<file path="src/rtl/alu_result_fifo_if.sv">
// -----------------------------------------------------------------------------
// alu_result_fifo_if
// Handshake bundle between the float_alu result channel, the result FIFO and
// the downstream consumer.
//   in_valid/in_result/in_flags/in_ready : ALU -> FIFO write side
//   out_valid/out_result/out_flags/out_ready : FIFO -> consumer read side
// Modports:
//   master : the environment around the FIFO (ALU producer + consumer)
//   slave  : the FIFO itself
// -----------------------------------------------------------------------------
interface alu_result_fifo_if;
    logic        in_valid;
    logic [31:0] in_result;
    logic [4:0]  in_flags;
    logic        in_ready;

    logic        out_valid;
    logic [31:0] out_result;
    logic [4:0]  out_flags;
    logic        out_ready;

    modport master (
        output in_valid, in_result, in_flags, out_ready,
        input  in_ready, out_valid, out_result, out_flags
    );

    modport slave (
        input  in_valid, in_result, in_flags, out_ready,
        output in_ready, out_valid, out_result, out_flags
    );
endinterface

</file>
<file path="src/rtl/alu_result_fifo.sv">
// -----------------------------------------------------------------------------
// alu_result_fifo
// First-word-fall-through buffer for {flags, result} words produced by the
// float_alu. Backpressures the ALU through in_ready and presents the oldest
// word to a consumer over a valid/ready handshake.
// Ports:
//   clk, rst_n  : clock, asynchronous active-low reset
//   flush       : synchronous clear of contents and high-water mark
//   bus         : alu_result_fifo_if.slave (write and read handshakes)
//   count       : entries currently stored, 0..DEPTH
//   high_water  : largest count seen since reset/flush
//   full, empty : count == DEPTH / count == 0
// -----------------------------------------------------------------------------
module alu_result_fifo #(
    parameter int DEPTH = 8,
    parameter int PTR_W = $clog2(DEPTH)
) (
    input  logic             clk,
    input  logic             rst_n,
    input  logic             flush,
    alu_result_fifo_if.slave bus,
    output logic [PTR_W:0]   count,
    output logic [PTR_W:0]   high_water,
    output logic             full,
    output logic             empty
);
    localparam int             CNT_W     = PTR_W + 1;
    localparam logic [PTR_W:0] DEPTH_CNT = CNT_W'(DEPTH);

    // Entry layout: {flags[4:0], result[31:0]}; contents are never reset.
    logic [36:0] mem [DEPTH];

    logic [PTR_W-1:0] rd_ptr_q, rd_ptr_d;
    logic [PTR_W-1:0] wr_ptr_q, wr_ptr_d;
    logic [PTR_W:0]   count_q, count_d;
    logic [PTR_W:0]   high_water_q, high_water_d;

    logic push;
    logic pop;
    logic full_int;
    logic empty_int;

    assign full_int  = (count_q == DEPTH_CNT);
    assign empty_int = (count_q == '0);

    // in_ready depends only on occupancy, never on in_valid.
    assign bus.in_ready  = !full_int;
    assign bus.out_valid = !empty_int;

    assign push = bus.in_valid  & !full_int;
    assign pop  = bus.out_ready & !empty_int;

    // Head word is read combinationally so it falls through without a bubble.
    assign bus.out_result = mem[rd_ptr_q][31:0];
    assign bus.out_flags  = mem[rd_ptr_q][36:32];

    assign count      = count_q;
    assign high_water = high_water_q;
    assign full       = full_int;
    assign empty      = empty_int;

    always_comb begin
        rd_ptr_d     = rd_ptr_q;
        wr_ptr_d     = wr_ptr_q;
        count_d      = count_q;
        high_water_d = high_water_q;
        if (flush) begin
            // Flush wins over any transfer attempted in the same cycle.
            rd_ptr_d     = '0;
            wr_ptr_d     = '0;
            count_d      = '0;
            high_water_d = '0;
        end else begin
            if (push) wr_ptr_d = wr_ptr_q + 1'b1;
            if (pop)  rd_ptr_d = rd_ptr_q + 1'b1;
            case ({push, pop})
                2'b10:   count_d = count_q + 1'b1;
                2'b01:   count_d = count_q - 1'b1;
                default: count_d = count_q;
            endcase
            // count never exceeds DEPTH, so the mark saturates there naturally.
            if (count_d > high_water_q) high_water_d = count_d;
        end
    end

    always_ff @(posedge clk or negedge rst_n) begin
        if (!rst_n) begin
            rd_ptr_q     <= '0;
            wr_ptr_q     <= '0;
            count_q      <= '0;
            high_water_q <= '0;
        end else begin
            rd_ptr_q     <= rd_ptr_d;
            wr_ptr_q     <= wr_ptr_d;
            count_q      <= count_d;
            high_water_q <= high_water_d;
        end
    end

    // Storage write port; a push coinciding with flush is dropped.
    always_ff @(posedge clk) begin
        if (push && !flush) begin
            mem[wr_ptr_q] <= {bus.in_flags, bus.in_result};
        end
    end
endmodule
</file>
<file path="src/flat_wrapper.sv">
// flat-port wrapper written by rule: the top's interface ports become plain ports
module alu_result_fifo_flat 
#(
    parameter int DEPTH = 8,
    parameter int PTR_W = $clog2(DEPTH)
)
  (clk, rst_n, flush, count, high_water, full, empty, bus_in_valid, bus_in_result, bus_in_flags, bus_out_ready, bus_in_ready, bus_out_valid, bus_out_result, bus_out_flags);
  alu_result_fifo_if bus_i ();
  input  logic clk;
  input  logic rst_n;
  input  logic flush;
  output logic [PTR_W:0] count;
  output logic [PTR_W:0] high_water;
  output logic full;
  output logic empty;
  input wire logic [$bits(bus_i.in_valid)-1:0] bus_in_valid;
  input wire logic [$bits(bus_i.in_result)-1:0] bus_in_result;
  input wire logic [$bits(bus_i.in_flags)-1:0] bus_in_flags;
  input wire logic [$bits(bus_i.out_ready)-1:0] bus_out_ready;
  output wire logic [$bits(bus_i.in_ready)-1:0] bus_in_ready;
  output wire logic [$bits(bus_i.out_valid)-1:0] bus_out_valid;
  output wire logic [$bits(bus_i.out_result)-1:0] bus_out_result;
  output wire logic [$bits(bus_i.out_flags)-1:0] bus_out_flags;
  assign bus_i.in_valid = bus_in_valid;
  assign bus_i.in_result = bus_in_result;
  assign bus_i.in_flags = bus_in_flags;
  assign bus_i.out_ready = bus_out_ready;
  assign bus_in_ready = bus_i.in_ready;
  assign bus_out_valid = bus_i.out_valid;
  assign bus_out_result = bus_i.out_result;
  assign bus_out_flags = bus_i.out_flags;
  alu_result_fifo #(.DEPTH(DEPTH), .PTR_W(PTR_W)) u_core (.clk(clk), .rst_n(rst_n), .flush(flush), .bus(bus_i), .count(count), .high_water(high_water), .full(full), .empty(empty));
endmodule
</file>
<file path="config.mk">
export PLATFORM = sky130hd
export DESIGN_NAME = alu_result_fifo_flat
export DESIGN_NICKNAME = d
export VERILOG_FILES = /design/src/rtl/alu_result_fifo_if.sv /design/src/rtl/alu_result_fifo.sv /design/src/flat_wrapper.sv
export SDC_FILE = /design/constraint.sdc
export NUM_CORES = 1
export LEC_CHECK = 0
export ABC_AREA = 1
export CAP_MARGIN = 15
export CORE_ASPECT_RATIO = 1.75
export CORE_UTILIZATION = 58
export CTS_CLUSTER_DIAMETER = 200
export DETAILED_ROUTE_END_ITERATION = 10
export PLACE_DENSITY = 0.86
export SYNTH_ARGS = -nofsm -noshare
export SYNTH_HDL_FRONTEND = slang
export SYNTH_SLANG_ARGS = --single-unit
</file>
<file path="constraint.sdc">
create_clock -name clk -period 4 [get_ports clk]
set_input_delay 0.6 -clock clk [delete_from_list [all_inputs] [get_ports clk]]
set_output_delay 0.6 -clock clk [all_outputs]
set_load 0.05 [all_outputs]
</file>
# ---- After elaboration in Yosys (flattened, before gate mapping)
# Memories as Yosys holds them, arrays and structs flattened.
# Index checks and enable logic that the tools add are counted.
dict set report totals {
  latch_bits 0
  word_cells 34
  romBits 0
  register_bits 14
  n_memories 1
  out_inout_bits 49
  ramBits 296
  in_bits 42
}
dict set report classes {
  addsub 4
  n_eq_ne 3
  shifts 0
  multipliers 0
  order_cmp 1
  n_mux 11
  n_div 0
  n_reduce_logical 8
  bitwise_logic 2
}
# memory words word_bits read_ports rd_ports_with_merged_regs write_ports line
set mem_list {}
lappend mem_list {u_core.mem 8 37 1 0 1 alu_result_fifo.sv:31} ;# logic [36:0] mem [DEPTH];
# cell n
set ops {}
lappend ops {{2-to-1 mux 4 bit} 4}
lappend ops {{2-to-1 mux 3 bit} 4}
lappend ops {{one-hot mux 4 bit (2 select lines)} 1}
lappend ops {{adder 3 x 1 -> 3 bit (second input constant)} 2}
lappend ops {{nonzero test 2 bit} 3}
lappend ops {{adder 4 x 1 -> 4 bit (second input constant)} 1}
lappend ops {{equality test 4 bit (second input constant)} 1}
lappend ops {{greater-than comparator 4 bit} 1}
lappend ops {{logical NOT 4 bit} 1}
lappend ops {{subtractor 4 x 1 -> 4 bit (second input constant)} 1}
lappend ops {{logical NOT 1 bit} 3}
lappend ops {{bitwise AND 1 bit} 2}
lappend ops {{equality test 2 x 1 -> 1 bit (second input constant)} 1}
lappend ops {{equality test 2 bit (second input constant)} 1}
lappend ops {{2-to-1 mux 1 bit} 2}
lappend ops {{logical AND 1 bit} 1}

# ---- Depth between registers and ports, before layout
# Gate-level depths: netlist of the first run.
dict set report logic_depth {
  word_depth 9
  ltp_mapped 23
  depth_no_buf 23
}

# ---- Worst setup path before layout of the first run
# OpenSTA, ideal clock, no wires.
dict set report synth_timing {
  path_kind {register to register}
  from {register u_core.count_q[0] (netlist: u_core.count[0])}
  to {register u_core.high_water_q[3] (netlist: u_core.high_water[3])}
  slack_ns 0.374
  arrival_ns 3.560
  t_required_ns 3.934
  path_buffers 0
  setup_ns 0.066
  stages_incl_launch_ff 19
  cell_sequence {dfrtp_1 > nor2_1 > nand3_1 > nand2_1 > inv_1 > ha_1 > ha_1 > or2_2 > nand3_1 > nand3_1 > nand2_1 > inv_1 > ha_1 > nand2_1 > inv_1 > nand2_1 > a21oi_1 > nand4_1 > nand2_1}
}
dict set report synth_between {
  elab_chain_len 8
  elab_cells_between_ends 16
  cone_classes {add/sub (2); order compare (1); eq/ne (3); mux (4); bitwise (2); reduce/logical (4)}
}
# item line
set synth_lines {}
lappend synth_lines {{start, declared} alu_result_fifo.sv:35} ;# logic [PTR_W:0] count_q, count_d;
lappend synth_lines {{start signal, assigned} alu_result_fifo.sv:95} ;# count_q <= count_d;
lappend synth_lines {{logical NOT 4 bit *} alu_result_fifo.sv:44} ;# assign empty_int = (count_q == '0);
lappend synth_lines {{logical NOT 1 bit *} -}
lappend synth_lines {{net bus_out_valid} flat_wrapper.sv:21} ;# output wire logic [$bits(bus_i.out_valid)-1:0] bus_out_valid;
lappend synth_lines {{bitwise AND 1 bit *} alu_result_fifo.sv:51} ;# assign pop = bus.out_ready & !empty_int;
lappend synth_lines {{equality test 2 x 1 -> 1 bit or equality test 2 bit (tied branches)} alu_result_fifo.sv:76} ;# case ({push, pop})
lappend synth_lines {{one-hot mux 4 bit (2 select lines) *} alu_result_fifo.sv:76}
lappend synth_lines {{2-to-1 mux 4 bit *} alu_result_fifo.sv:67} ;# if (flush) begin
lappend synth_lines {{greater-than comparator 4 bit or 2-to-1 mux 4 bit (tied branches)} alu_result_fifo.sv:82} ;# if (count_d > high_water_q) high_water_d = count_d;
lappend synth_lines {{nonzero test 2 bit (no source line) or 2-to-1 mux 4 bit (tied branches)} -}
lappend synth_lines {{end signal, assigned} alu_result_fifo.sv:96} ;# high_water_q <= high_water_d;
lappend synth_lines {{end, declared} alu_result_fifo.sv:36} ;# logic [PTR_W:0] high_water_q, high_water_d;
# The timed path passes the listed nets; every way through them passes the cells marked *. The select of a mux whose other input is x is not followed.
# A chain may end at the register's enable or synchronous reset.

# ---- Worst setup path after layout of the first run
dict set report layout_timing {
  from {register u_core.rd_ptr_q[0]}
  to {output port bus_out_result[30]}
}
dict set report layout_between {
  elab_chain_len 1
}
# item line
set layout_lines {}
lappend layout_lines {{start, declared} alu_result_fifo.sv:33} ;# logic [PTR_W-1:0] rd_ptr_q, rd_ptr_d;
lappend layout_lines {{start signal, assigned} alu_result_fifo.sv:93} ;# rd_ptr_q <= rd_ptr_d;
lappend layout_lines {{memory (8 x 37 bit)} -}
lappend layout_lines {{end, declared} flat_wrapper.sv:22} ;# output wire logic [$bits(bus_i.out_result)-1:0] bus_out_result;
# No other way between the ends.

==> out/results.ini, run 1 <==
[status]
status=finished, final reports clean

[routing]
vias=7863
routed.top_layer=met4
m1WireLength_um=9170
dr_wl_met3_um=1790
met2WireLength_um=14300
drt-vias-per-instance=5.97
drcViolationCount=0
totalWireLength_um=26200
wl_per_cell_um=19.9
drt_pre_antenna_iters=5
drtAntennaViolNets=0
drt_iter0_drc=747

[synthesis]
yosysSeqAreaShare_pct=74.4
synth-seq-cells=310
synthCells=959
syn_avg_cell_area_um2=12.9
ys_types=26
syn-num-nets=1011
yosys_warnings=0
syn_area_um2=12400

[grt]
antenna_found_initial=2
grt_pass1_wl_um=40100
grt_usage_pct=24.0
first_global_vias=7973
global_route.overflow_total=0
grt_max_degree=150

[floorplan]
die_h_um=196
core-area_um2=20900
rows=70
start_util_pct=59.3
io_pins=91
die_w_um=113
die-area_um2=22000

[clock_network]
cts_buffer_depth=3
numCtsBuffers=26
cts_tree=yes
clk_latency_ns=0.53
cts_resized=0
hold_buffers=0
cts.sinks=310
cts_root_buf=clkbuf_16
cts_setup_buffers=0
cts.reportedPaths.clkPinSlew_ns=0.07
h-tree-depth=1

[timing]
whs_ns=0.447
fin_tns_setup_ns=0
maxSlewViolCount=0
finClkSkew_ns=0.0165
setup_viol=0
worst_slew_pin_slew_ns=0.883
fmax_mhz=265
min_period_over_period_pct=94.3
final.min_clock_period_ns=3.77
rsz0062_at_grt=no
relSlewSlack_pct=41.2
final_hold_viol_count=0

[place]
port_buffers=90
gp_congestion=0.791
place_hpwl_um=14200

[worst_setup_path]
cp-start-kind=register
critPathKind=reg2out
endpoint_kind=primary output
required_ns=3.40
crit_fanout=149
arrival_ns=3.17

[worst_hold_path]
min-delay-path-class=in2async

[power_and_ir_drop]
pwr-share-clk_pct=27.5
p_sw_share_pct=34.3
power_density_nw_per_um2=634
p_leak_nw=5.01
intPower_mw=5.99
ir_drop_v=0.000776
combPwrFrac_pct=30.7
p_sw_mw=3.13
p_seq_share_pct=41.8

[final_layout]
multi_input_area_um2=2850
final_common_cell=edfxtp_1
fill_cells=1320
area_growth_pct=15.9
ff_latch_area_um2=9250
layout_common_cells=296 x edfxtp_1, 155 x nor2_1, 151 x nand2_1, 131 x o21ai_0, 67 x clkdlybuf4s50_1
utilization_pct=68.7
final_layout_size_suffix_gt1_share_pct=8.94
final_nets=1095

[job]
max_cap_viol_count=0

## through the flow
| stage | cell area, um^2 | cells | total power [mW] | setup slack (ns) |
|---|---|---|---|---|
| floorplan | 12400 | 959 | 5.87 | 0.374 |
| global placement | 13500 | 1267 | 6.58 | 0.651 |
| detailed placement | 13500 | 1267 | 6.66 | 0.486 |
| CTS | 14400 | 1315 | 9.16 | 0.284 |
| global route | 14400 | 1317 | 9.52 | 0.126 |
| finish | 14400 | 1317 | 9.12 | 0.227 |
## worst paths after layout
check                                            startpoint                          endpoint  slack, ns  depth (start not counted)
max in group asynchronous                             rst_n    u_core.rd_ptr_q[1]$_DFFE_PN0P_       3.11                          1
hold reg to reg            u_core.high_water[3]$_DFFE_PN0P_  u_core.high_water[3]$_DFFE_PN0P_       0.53                          2
setup / recovery             u_core.rd_ptr_q[0]$_DFFE_PN0P_                bus_out_result[30]       0.23                          8
min in group clk           u_core.high_water[3]$_DFFE_PN0P_  u_core.high_water[3]$_DFFE_PN0P_       0.53                          2
setup reg to reg                  u_core.count[0]$_DFF_PN0_  u_core.high_water[3]$_DFFE_PN0P_       0.76                         18
hold / removal                                        rst_n    u_core.wr_ptr_q[2]$_DFFE_PN0P_       0.45                          1
## final cells by class
class,instances,area share [%]
antenna,2,0.0348
clock buffer,33,4.85
clock inverter,15,1.08
inverter,25,0.661
multi-input combinational,572,19.8
sequential,310,64.3
tap,252,2.19
timing repair buffer,108,7.06
## flip-flops by register name, indices dropped and copies added, names as in the netlist
name,cells
u_core.count,4
u_core.rd_ptr_q,3
u_core.wr_ptr_q,3
u_core.mem,296
u_core.high_water,4
## logic make-up after synthesis
family	count (synthesis)	share of synthesized area, %
flip-flops	310	74.4
XOR/XNOR	2	0.141
buffers and inverters	77	3.08
adder cells (fa/ha/maj)	10	1.07
AND/OR/NAND/NOR	323	9.88
AO/OA/AOI/OAI	200	8.43
multiplexers	37	2.98
## power by group through the flow
| stage | Sequential, mW | Clock, mW | Combinational (mW) |
|---|---|---|---|
| global placement | 3.87 | 0 | 2.71 |
| detailed placement | 3.88 | 0 | 2.79 |
| global route | 3.83 | 2.66 | 3.04 |
| CTS | 3.81 | 2.54 | 2.81 |
| finish | 3.81 | 2.50 | 2.80 |
| floorplan | 3.92 | 0 | 1.95 |
## worst max-delay path, stage by stage (launching register included)
cell and delay [ns]:
dfrtp_4 0.43, buf_12 0.46, nor2_1 0.16, nor2_1 0.17, o21ai_0 0.12, o21ai_1 0.12, nand2_1 0.08, nand2_1 0.10
clkdlybuf4s50_1 0.80
## cell usage after synthesis
cell / instances / share of area [%]
o22ai_1: 37 / 1.9
o21ai_1: 26 / 1.0
buf_8: 2 / 0.24
dfrtp_1: 14 / 2.8
buf_1: 2 / 0.060
mux2i_1: 37 / 3.0
edfxtp_1: 296 / 72
clkbuf_2: 4 / 0.16
ha_1: 9 / 0.91
inv_1: 25 / 0.76
nand3_1: 6 / 0.24
clkbuf_1: 22 / 0.67
buf_4: 7 / 0.42
or2_2: 1 / 0.050
buf_2: 13 / 0.52
a21oi_1: 6 / 0.24
buf_6: 1 / 0.091
xor2_1: 1 / 0.071
nor3_1: 1 / 0.040
xnor2_1: 1 / 0.071
fa_1: 1 / 0.16
nand4_1: 1 / 0.050
o21ai_0: 131 / 5.3
nand2_1: 151 / 4.6
buf_12: 1 / 0.16
nor2_1: 163 / 4.9
## metal layers
metal	track usage, %	vias up
met5	0	-
met4	12.7	0
met3	3.26	68
met2	44.2	379
met1	26.5	3812
li1	-	3604
(Power assumes the default switching activity.)
==> inputs of run 2 (changes only) <==
Settings changed: ABC_CLOCK_PERIOD_IN_PS set to 4000.
==> results of run 2 <==
Final layout, timing and power as in run 1 (identical DEF).
==> inputs of run 3 (changes only) <==
Settings changed: ABC_CLOCK_PERIOD_IN_PS 4000 to 3990, SETUP_SLACK_MARGIN set to 0.5.
Clock period 4 ns to 3.99 ns, I/O delays scaled along.
==> out/results.ini, run 3 (synthesis gave the netlist of run 1 again) <==
[final_layout]
fin_area_um2=14500
finalNonFillerCells=1323
final_layout_size_suffix_gt1_share_pct=9.07
largest-register=u_core.mem
area_growth_pct=16.9
final_common_cell=edfxtp_1
final_nets=1102
utilization_pct=69.3
layout_common_cells=296 x edfxtp_1, 154 x nor2_1, 151 x nand2_1, 131 x o21ai_0, 62 x clkdlybuf4s50_1
largest_register_ffs=296

[timing]
min_period_over_period_pct=85.2
fin_tns_setup_ns=0
final.min_clock_period_ns=3.40
worst_slew_pin_slew_ns=0.773
relSlewSlack_pct=48.4
maxSlewViolCount=0
finClkSkew_ns=0.0291
setup_viol=0
worst_slack_ns=0.592
final_hold_viol_count=0
rsz0062_at_grt=yes
fmax_mhz=294

[routing]
drt_pre_antenna_iters=5
drt_iter0_drc=767
totalWireLength_um=25800
wl_per_cell_um=19.5
drtAntennaViolNets=0
vias=7777
drcViolationCount=0
drt-vias-per-instance=5.88

[floorplan]
die_h_um=196
start_util_pct=59.3
die-area_um2=22000
die_w_um=113
rows=70
io_pins=91
core-area_um2=20900

[worst_setup_path]
required_ns=3.39
reg2reg_from=u_core.count[1]$_DFF_PN0_
critPathKind=reg2out
endpoint_kind=primary output
arrival_ns=2.80
cp-startpoint=u_core.rd_ptr_q[1]$_DFFE_PN0P_
cp-start-kind=register
crit_fanout=26

[place]
place_hpwl_um=14000
placed_area_um2=13600
pre_cts_slack_ns=0.573
gp_congestion=0.770
dp.cells=1272
port_buffers=90

[power_and_ir_drop]
ir_drop_v=0.000656
power_density_nw_per_um2=633
p_leak_nw=5.16

[status]
status=finished, final reports clean

[clock_network]
cts.reportedPaths.clkPinSlew_ns=0.06
clk_latency_ns=0.54
h-tree-depth=1
cts_tree=yes
cts_root_buf=clkbuf_16
numCtsBuffers=26
cts_buffer_depth=3
cts.sinks=310

[grt]
antenna_found_initial=1
grt_max_degree=76
global_route.overflow_total=0
grt_usage_pct=23.7
first_global_vias=7856
grt_pass1_wl_um=39600

[worst_hold_path]
min-delay-path-class=in2async

[job]
max_cap_viol_count=0

[run 3: routing by layer]
layer  wire, um  global-route usage [%]
met4        754                    10.1
met3       1630                    3.01
met5          0                       0
met1       9230                    26.7
met2      14100                    44.5
[run 3: final cells by class]
| class | instances | area, um^2 |
|---|---|---|
| fill | 1354 | 6420 |
| antenna | 1 | 2.50 |
| multi-input combinational | 572 | 2870 |
| clock inverter | 17 | 175 |
| clock buffer | 31 | 669 |
| timing repair buffer | 115 | 1130 |
| sequential | 310 | 9250 |
| tap | 252 | 315 |
| inverter | 25 | 101 |
[run 3: what timing repair did]
action,4_1_cts,5_1_grt
buffers inserted,1,0
hold buffers,0,0
cloned,1,0
gates resized for setup,3,11
pin swaps,0,0
endpoints found under the setup margin,21,13
[run 3: critical path, stage by stage (launching register included)]
cell and delay, ns:
dfrtp_4 0.65, buf_4 0.33, o21ai_0 0.14, o21ai_1 0.16, nand2_1 0.07, nand2_1 0.09
clkdlybuf4s50_1 0.79
[run 3: report_power, final]
| group | internal, mW | total (mW) | switching, mW |
|---|---|---|---|
| sequential | 3.70 | 3.80 | 0.0950 |
| combinational | 0.916 | 2.89 | 1.97 |
| clock | 1.40 | 2.49 | 1.10 |
[run 3: final timing paths]
path	to	slack, ns	depth (start not counted)
setup / recovery	bus_out_result[1]	0.59	6
hold / removal	u_core.wr_ptr_q[0]$_DFFE_PN0P_	0.46	1
setup reg to reg	u_core.high_water[3]$_DFFE_PN0P_	0.79	18
hold reg to reg	u_core.high_water[3]$_DFFE_PN0P_	0.53	2
max in group asynchronous	u_core.rd_ptr_q[1]$_DFFE_PN0P_	3.04	1
min in group clk	u_core.high_water[3]$_DFFE_PN0P_	0.53	2
[run 3: stage by stage]
step,power [mW],hold slack (ns)
after floorplan,5.89,0.303
after global placement,6.62,0.520
after detailed placement,6.69,0.516
after CTS,9.21,0.472
after global routing,9.58,0.510
final,9.18,0.460
